===== config.mk =====
export PLATFORM = sky130hd
export DESIGN_NAME = i2s_tx
export DESIGN_NICKNAME = d
export VERILOG_FILES = /design/src/rtl/i2s_tx.sv
export SDC_FILE = /design/constraint.sdc
export NUM_CORES = 1
export LEC_CHECK = 0
export ABC_AREA = 1
export BUFFER_PORTS_ARGS = -buffer_cell sky130_fd_sc_hd__buf_2
export CORE_MARGIN = 5
export CORE_UTILIZATION = 25
export CTS_CLUSTER_DIAMETER = 30
export DETAILED_ROUTE_END_ITERATION = 10
export PLACE_DENSITY = 0.41
export RECOVER_POWER = 100
export SLEW_MARGIN = 20
export SYNTH_ARGS = -nofsm -noshare
export SYNTH_HDL_FRONTEND = slang
export SYNTH_SLANG_ARGS = --single-unit

===== constraint.sdc =====
create_clock -name clk -period 3.3 [get_ports clk]
set_input_delay 0.495 -clock clk [delete_from_list [all_inputs] [get_ports clk]]
set_output_delay 0.495 -clock clk [all_outputs]
set_load 0.03 [all_outputs]

===== src/rtl/i2s_tx.sv =====
// i2s_tx: I2S / left-justified master transmitter with a 16 x 32-bit sample FIFO.
// Generates sck and ws from clk through a programmable prescaler; data changes on sck falling edges.
module i2s_tx (
  input  logic        clk,
  input  logic        rst,
  input  logic        en,
  input  logic [7:0]  sck_prescaler,
  input  logic [4:0]  sample_size,
  input  logic        left_justified,
  input  logic [1:0]  channels,
  input  logic        fifo_wr,
  input  logic [31:0] fifo_wdata,
  input  logic [4:0]  fifo_level_threshold,
  input  logic        underflow_clr,
  output logic        fifo_full,
  output logic        fifo_empty,
  output logic [4:0]  fifo_level,
  output logic        fifo_level_below,
  output logic        underflow,
  output logic        sck,
  output logic        ws,
  output logic        sdo
);

  // Keep the low N bits of the sample and move them to the top of the shifter (size 0 means 32).
  function automatic logic [31:0] align_sample(input logic [31:0] word, input logic [4:0] size);
    logic [31:0] mask;
    logic [5:0]  shamt;
    if (size == 5'd0) begin
      mask  = 32'hFFFF_FFFF;
      shamt = 6'd0;
    end else begin
      mask  = (32'd1 << size) - 32'd1;
      shamt = 6'd32 - {1'b0, size};
    end
    return (word & mask) << shamt;
  endfunction

  logic [7:0]  prescaler_r;
  logic        sck_r;
  logic        ws_r;
  logic [4:0]  bit_ctr_r;
  logic [31:0] shifter_r;
  logic        sdo_r;
  logic        lj_r;
  logic        underflow_r;
  logic [31:0] mem_r [16];
  logic [3:0]  wr_ptr_r;
  logic [3:0]  rd_ptr_r;
  logic [4:0]  level_r;
  logic        empty_r;
  logic        full_r;

  logic        fall_evt_s;
  logic        slot_start_s;
  logic        ch_en_s;
  logic        push_s;
  logic        pop_s;
  logic        uf_set_s;
  logic        lj_next_s;
  logic [31:0] shifter_next_s;
  logic [4:0]  level_next_s;

  // Event decode, slot-load decision, shifter next value and FIFO level next value.
  always_comb begin
    fall_evt_s     = 1'b0;
    slot_start_s   = 1'b0;
    ch_en_s        = 1'b0;
    push_s         = 1'b0;
    pop_s          = 1'b0;
    uf_set_s       = 1'b0;
    lj_next_s      = lj_r;
    shifter_next_s = shifter_r;
    level_next_s   = level_r;

    fall_evt_s   = en & (prescaler_r == 8'd0) & sck_r;
    slot_start_s = fall_evt_s & (bit_ctr_r == 5'd0);
    // ws_r still holds the outgoing channel, so ws_r=1 means a left slot is starting
    ch_en_s      = ws_r ? channels[1] : channels[0];
    push_s       = fifo_wr & ~full_r;
    pop_s        = slot_start_s & ch_en_s & ~empty_r;
    uf_set_s     = slot_start_s & ch_en_s & empty_r;

    if (slot_start_s) begin
      lj_next_s = left_justified;
      if (pop_s) begin
        shifter_next_s = align_sample(mem_r[rd_ptr_r], sample_size);
      end else begin
        shifter_next_s = 32'd0;
      end
    end else begin
      lj_next_s      = lj_r;
      shifter_next_s = {shifter_r[30:0], 1'b0};
    end

    case ({push_s, pop_s})
      2'b10:   level_next_s = level_r + 5'd1;
      2'b01:   level_next_s = level_r - 5'd1;
      default: level_next_s = level_r;
    endcase
  end

  // Prescaler and sck generation.
  always_ff @(posedge clk) begin
    if (rst) begin
      prescaler_r <= 8'd0;
      sck_r       <= 1'b0;
    end else if (en) begin
      if (prescaler_r == 8'd0) begin
        prescaler_r <= sck_prescaler;
        sck_r       <= ~sck_r;
      end else begin
        prescaler_r <= prescaler_r - 8'd1;
      end
    end
  end

  // Frame timing, shifter and serial output, all advanced on sck falling edges.
  always_ff @(posedge clk) begin
    if (rst) begin
      ws_r      <= 1'b1;
      bit_ctr_r <= 5'd0;
      shifter_r <= 32'd0;
      sdo_r     <= 1'b0;
      lj_r      <= 1'b0;
    end else if (fall_evt_s) begin
      bit_ctr_r <= bit_ctr_r + 5'd1;
      shifter_r <= shifter_next_s;
      lj_r      <= lj_next_s;
      // I2S mode outputs the bit the shifter held before this edge: a one-sck delay
      sdo_r     <= lj_next_s ? shifter_next_s[31] : shifter_r[31];
      if (slot_start_s) begin
        ws_r <= ~ws_r;
      end
    end
  end

  // FIFO pointers, level and status flags.
  always_ff @(posedge clk) begin
    if (rst) begin
      wr_ptr_r <= 4'd0;
      rd_ptr_r <= 4'd0;
      level_r  <= 5'd0;
      empty_r  <= 1'b1;
      full_r   <= 1'b0;
    end else begin
      if (push_s) begin
        wr_ptr_r <= wr_ptr_r + 4'd1;
      end
      if (pop_s) begin
        rd_ptr_r <= rd_ptr_r + 4'd1;
      end
      level_r <= level_next_s;
      empty_r <= (level_next_s == 5'd0);
      full_r  <= (level_next_s == 5'd16);
    end
  end

  // FIFO storage; contents are don't-care until written, reset only clears the pointers.
  always_ff @(posedge clk) begin
    if (push_s) begin
      mem_r[wr_ptr_r] <= fifo_wdata;
    end
  end

  // Sticky underflow flag; a new underflow beats a clear in the same cycle.
  always_ff @(posedge clk) begin
    if (rst) begin
      underflow_r <= 1'b0;
    end else if (uf_set_s) begin
      underflow_r <= 1'b1;
    end else if (underflow_clr) begin
      underflow_r <= 1'b0;
    end
  end

  assign fifo_full        = full_r;
  assign fifo_empty       = empty_r;
  assign fifo_level       = level_r;
  assign fifo_level_below = (level_r < fifo_level_threshold);
  assign underflow        = underflow_r;
  assign sck              = sck_r;
  assign ws               = ws_r;
  assign sdo              = sdo_r;

endmodule

-- Yosys cells after proc, flatten, opt, wreduce, memory -nomap -nowiden
Memories as Yosys holds them, arrays and structs flattened. A register that Yosys moved wholly into a read port is not among the register bits.
Cells that the tools add are included.
- register bits: 65
- memory bits (writable): 512
- bits of input ports: 58
- output and inout port bits: 12
- logic and storage cells: 66
- memories: 1
- memories (name ; words ; width ; read ports ; clocked after memory_dff ; write ports ; line ; text):
    mem_r ; 16 ; 32 ; 1 ; 1 ; 1 ; 47 ; logic [31:0] mem_r [16];
- add/subtract/negate cells: 8
- order comparisons: 1
- equality and inequality tests: 3
- shift operators: 2
- multiplexer cells: 19
- bitwise gates (word level): 12
- reductions and logical operators: 7
- operators with widths (cell ; count):
    2-to-1 mux 32 bit ; 5
    AND 32 bit ; 1
    << shifter 1 x 5 -> 32 bit (first input constant) ; 1
    << shifter 32 x 6 -> 32 bit ; 1
    subtractor 32 x 1 -> 32 bit (second input constant) ; 1
    2-to-1 mux 6 bit ; 3
    zero test 5 bit ; 3
    adder 5 x 1 -> 5 bit (second input constant) ; 2
    case mux 5 bit (2 select lines) ; 1
    adder 4 x 1 -> 4 bit (second input constant) ; 2
    zero test 8 bit ; 1
    2-to-1 mux 4 bit ; 2
    2-to-1 mux 8 bit ; 1
    subtractor 8 x 1 -> 8 bit (second input constant) ; 1
    AND 1 bit ; 7
    2-to-1 mux 1 bit ; 7
    subtractor 6 x 5 -> 6 bit (first input constant) ; 1
    == test 5 bit (second input constant) ; 1
    < comparator 5 bit ; 1
    subtractor 5 x 1 -> 5 bit (second input constant) ; 1
    inverter 1 bit ; 4
    AND reduction 2 bit ; 2
    == test 2 x 1 -> 1 bit (second input constant) ; 1
    == test 2 bit (second input constant) ; 1
    nonzero test 2 bit ; 1

-- Depth between registers and ports, before layout
- depth in word-level cells: 13
- depth in mapped cells: 24

-- Worst setup path before layout
No wires, ideal clock.
- path type: register -> register
- from: reg prescaler_r[0]
- to: reg empty_r (netlist: fifo_empty)
- setup time: 130 ps
- arrival time: 2910 ps
- slack: 261 ps
- cell stages (with the launch flop): 23
- clock period less this slack: 3039 ps
- cells stage by stage: dfxtp_1 inv_1 ha_1 nand2_1 nor3_2 nand2_1 nor2_4 nand2_4 nor2_4 nand2_2 a21oi_4 nand2_4 clkinv_4 ha_1 inv_1 fa_1 nor2_1 a211oi_1 o21ai_0 a21oi_1 xnor2_1 nor2_1 a21oi_1
- cells in the longest elaborated chain, start to end: 9
- RTL lines (what ; line ; text):
    start: declaration ; 39 ; logic [7:0] prescaler_r;
    start signal: assignment ; 110 ; prescaler_r <= sck_prescaler;
    start signal: assignment ; 113 ; prescaler_r <= prescaler_r - 8'd1;
    zero test 8 bit (*) ; 76 ; fall_evt_s = en & (prescaler_r == 8'd0) & sck_r;
    AND 1 bit (*) (2 in a row) ; 76 ;
    AND 1 bit (*) ; 77 ; slot_start_s = fall_evt_s & (bit_ctr_r == 5'd0);
    AND 1 bit (*) (2 in a row) ; 81 ; pop_s = slot_start_s & ch_en_s & ~empty_r;
    net pop_s ; 58 ; logic pop_s;
    == test 2 x 1 -> 1 bit / == test 2 bit (equally long branches) ; 96 ; case ({push_s, pop_s})
    case mux 5 bit (2 select lines) (*) ; 96 ;
    zero test 5 bit (*) ; 154 ; empty_r <= (level_next_s == 5'd0);
    end signal: assignment ; 154 ;
    end: declaration ; 51 ; logic empty_r;
The timed path passes the listed nets; every way through them passes the cells marked *.
A chain may end at the register's enable or synchronous reset.

-- Worst setup path in the final report
- from: reg prescaler_r[1]
- to: reg full_r (netlist: fifo_full)
- cells in the longest elaborated chain, start to end: 9
- RTL lines (what ; line ; text):
    zero test 8 bit (*) ; 76 ;
    AND 1 bit (*) (2 in a row) ; 76 ;
    AND 1 bit (*) ; 77 ;
    AND 1 bit (*) (2 in a row) ; 81 ;
    net pop_s ; 58 ;
    == test 2 x 1 -> 1 bit / == test 2 bit (equally long branches) ; 96 ;
    case mux 5 bit (2 select lines) (*) ; 96 ;
    == test 5 bit (*) ; 155 ; full_r <= (level_next_s == 5'd16);
    end signal: assignment ; 155 ;
    end: declaration ; 52 ; logic full_r;
Marked as above.

==> results.md <==
- Die Area: ~110,000 um2
- R2r setup slk: ~0.13 ns
- Initial detailed-routing violation count: roughly 2,000
- WHS Path Cells: 3
- Post-route ant nets: 0
- Area of the multi-input gates: around 9000 um2
- Detailed Route WL: about 90,000 um
- R2R depth: 20
- Main flop type after synthesis: edfxtp_1
- Setup Skew: approximately 0.027 ns
- Setup CP Type: reg -> reg
- Final Cycle Share: 0.960
- Critical Path AT: between 3 and 4 ns
- Max Cap Viol: 0
- Max FO, Critical Path: 5
- Ys Warns: 0
- Peak supply drop: roughly 0.47 mV
- Placed Area: slightly below 30,000 um2
- Most frequent CP cell: nand2_4
- Slowest-stage cell, CP: dfxtp_1
- Syn Area/Cell: around 9.8 um2
- Min-Delay Path Class: in -> reg
- Max Clk Rate: 316 MHz
- Net Count, Synth: about 2,800
- Endpoints failing setup: 0
- Port buffer count: slightly below 70
- Leak: 13.3 nW
- P&R area growth vs syn: 30.8%
- Detailed-route vias per instance: approximately 4.7
- Worst slew pin tran: 0.758 ns
- Drt pass-1 iters: 5
- Sinks on Clock Net: 581
- Nets: between 2,000 and 3,000
- CTS tree: built
- Post-Syn Instances: ~2,700
- Die height: ~340 um
- Number of flops mapped to enable cells by yosys: ~510
- CTS Buf Count: 148
- Crit path time final: ~3.2 ns
- Pwr/cell area: between 700 and 800 nW/um2
- Worst skew pair latency: around 0.7 ns
- Crit-path max cell delay: 0.31 ns
- H-tree depth: 4
- Register bit total from synthesis: between 500 and 600
- Register area share after synthesis: 0.632
- Area of the mapped netlist: around 27,000 um2
- Initial Util: 0.252
- Vias in the first global route: 20,700
- Max-slew headroom: 0.495
- Total number of vias: approximately 21,000
- Wirelength per Cell: ~20 um
- Total track usage: 0.158
- Grt ovf: 0
- Final Total Pwr: ~25 mW
- Clock Pin Slew Worst Setup and Hold Paths: about 0.04 ns
- Pins over their slew limit: 0
- Final std cells w/o fill: ~4,400
- Kind of end point of the critical path: flop
- Initial antenna violation count: 7
- Startpoint types: flop
- Critical Path RT: 3.91 ns
- Clock Tree Buf Depth: 3
- Synth async-reset ratio: 0
- Largest net degree at the start of global routing: 64
- DP Wirelength: 54,900 um
- Fillers: between 10,000 and 15,000
- Share of cells above drive strength 1: 0.153
- Fin util: 0.329
- Placed Cells: a little over 4,000
- Final Hold Violating Endpoints: 0
- Finished Cell Area: ~35,000 um2
- Core ar.: 105,000 um2
- Status: finished clean
- DIE WIDTH: 336 um
- FF+latch area: 16,800 um2
- Root Buffer: clkbuf_16
- Hold Slack: ~0.11 ns
- RSZ-0062 raised after global routing: yes
- Netlist cell types: 50
- Drc violations: 0
- IO Pins: 70
- Num rows: roughly 120
- CP cell instances: inv_2 > ha_4 > nand2_1 > nor3_2 > nand2_2 > nor2_4 > nand2_4 > nor2_4 > nand2_4 > a21oi_4 > nand2_4 > inv_8 > ha_4 > ha_1 > a21o_1 > a31oi_1 > nor2_1 > o22ai_2 > nand4_1 > nor3_1
- Global-route wire length before repair: between 100,000 and 150,000 um
- GPL Wtd Cong: ~0.92
metrics by stage:
stage               TNS (ns)  setup slack [ns]
detailed placement     -8.12            -0.464
CTS                        0            0.0433
global placement       -9.77            -0.548
floorplan                  0             0.261
finish                     0             0.131
global route          -0.202            -0.101
cell usage after synthesis (20+ instances only):
master      n  area, um2
nand2_1   770       2890
nand3_1   617       3090
edfxtp_1  512      15400
nor2_1    155        582
inv_1      96        360
a21oi_1    94        470
o21ai_0    80        400
dfxtp_1    69       1380
clkbuf_1   65        244
buf_2      57        285
buf_1      26       97.6
ha_1       24        300
o211ai_1   21        158
nand4_1    20        125
cells in the final DEF (no fill, tap or decap), types with 20 or more instances in the layout:
cell	synthesis	layout
edfxtp_1	512	512
o211ai_1	21	21
buf_2	57	37
nand2_1	770	769
ha_1	24	22
nor2_1	155	135
inv_1	96	92
buf_12	0	26
o21ai_0	80	79
nand3_1	617	617
a21oi_1	94	93
clkbuf_1	65	49
buf_4	5	108
nand4_1	20	20
bufinv_16	0	25
clkbuf_16	0	150
clkinv_1	4	28
clkinv_2	1	21
dfxtp_1	69	65
flip-flops by register name, indices dropped and copies added (netlist names), named ones only:
name	count
bit_ctr_r	5
fifo_empty	1
fifo_full	1
fifo_level	5
lj_r	1
mem_r	512
prescaler_r	8
rd_ptr_r	4
sck	1
sdo	1
shifter_r	32
underflow	1
wr_ptr_r	4
ws	1
cells by family after synthesis:
kind of cell / share of synthesized area
adders and majority gates: 0.0121
DFF: 0.632
buffers and inverters: 0.0412
AOI/OAI and AO/OA: 0.0538
xor gates and xnor gates: 0.00132
and+or+nand+nor: 0.260
worst max-delay path: cells and delay by family, from the launching register on:
kind	cells	cell delay, ns
AOI/OAI and AO/OA	4	0.73
adders and majority gates	3	0.56
buffers and inverters	2	0.14
DFF	1	0.31
and+or+nand+nor	11	1.34
timing repair:
action	4_1_cts	5_1_grt
endpoints found under the hold margin	1	0
hold buffers	1	0
setup buffers	0	6
pin swaps	2	8
setup endpoints to repair	3	6
gates resized for setup	5	14
layout make-up:
cell class / instances / share of cell area
timing repair buffer: 206 / 0.0482
antenna: 2 / 0.000144
inverter: 106 / 0.0119
sequential: 581 / 0.484
clock inverter: 96 / 0.0368
clock buffer: 176 / 0.114
tap: 1391 / 0.0502
multi-input combinational: 1865 / 0.255
layer usage:
| metal | up-vias | GRT usage | wire, um |
|---|---|---|---|
| met1 | 10200 | 0.218 | 41700 |
| met3 | 135 | 0.0325 | 4570 |
| li1 | 9952 | - | - |
| met2 | 574 | 0.252 | 42100 |
| met4 | 2 | 0.0429 | 1630 |
| met5 | - | 0 | 12 |
final timing paths:
check	endpoint	from
max	fifo_full	prescaler_r[1]
min	prescaler_r[5]	sck_prescaler[5]
min reg2reg	bit_ctr_r[4]	bit_ctr_r[4]
max reg2reg	fifo_full	prescaler_r[1]
power by group:
group	switching (mW)	internal [mW]	total, mW
Combinational	1.11	0.492	1.60
Sequential	0.0594	8.16	8.22
Clock	4.36	10.4	14.8
Power figures use the tool's default switching activity.
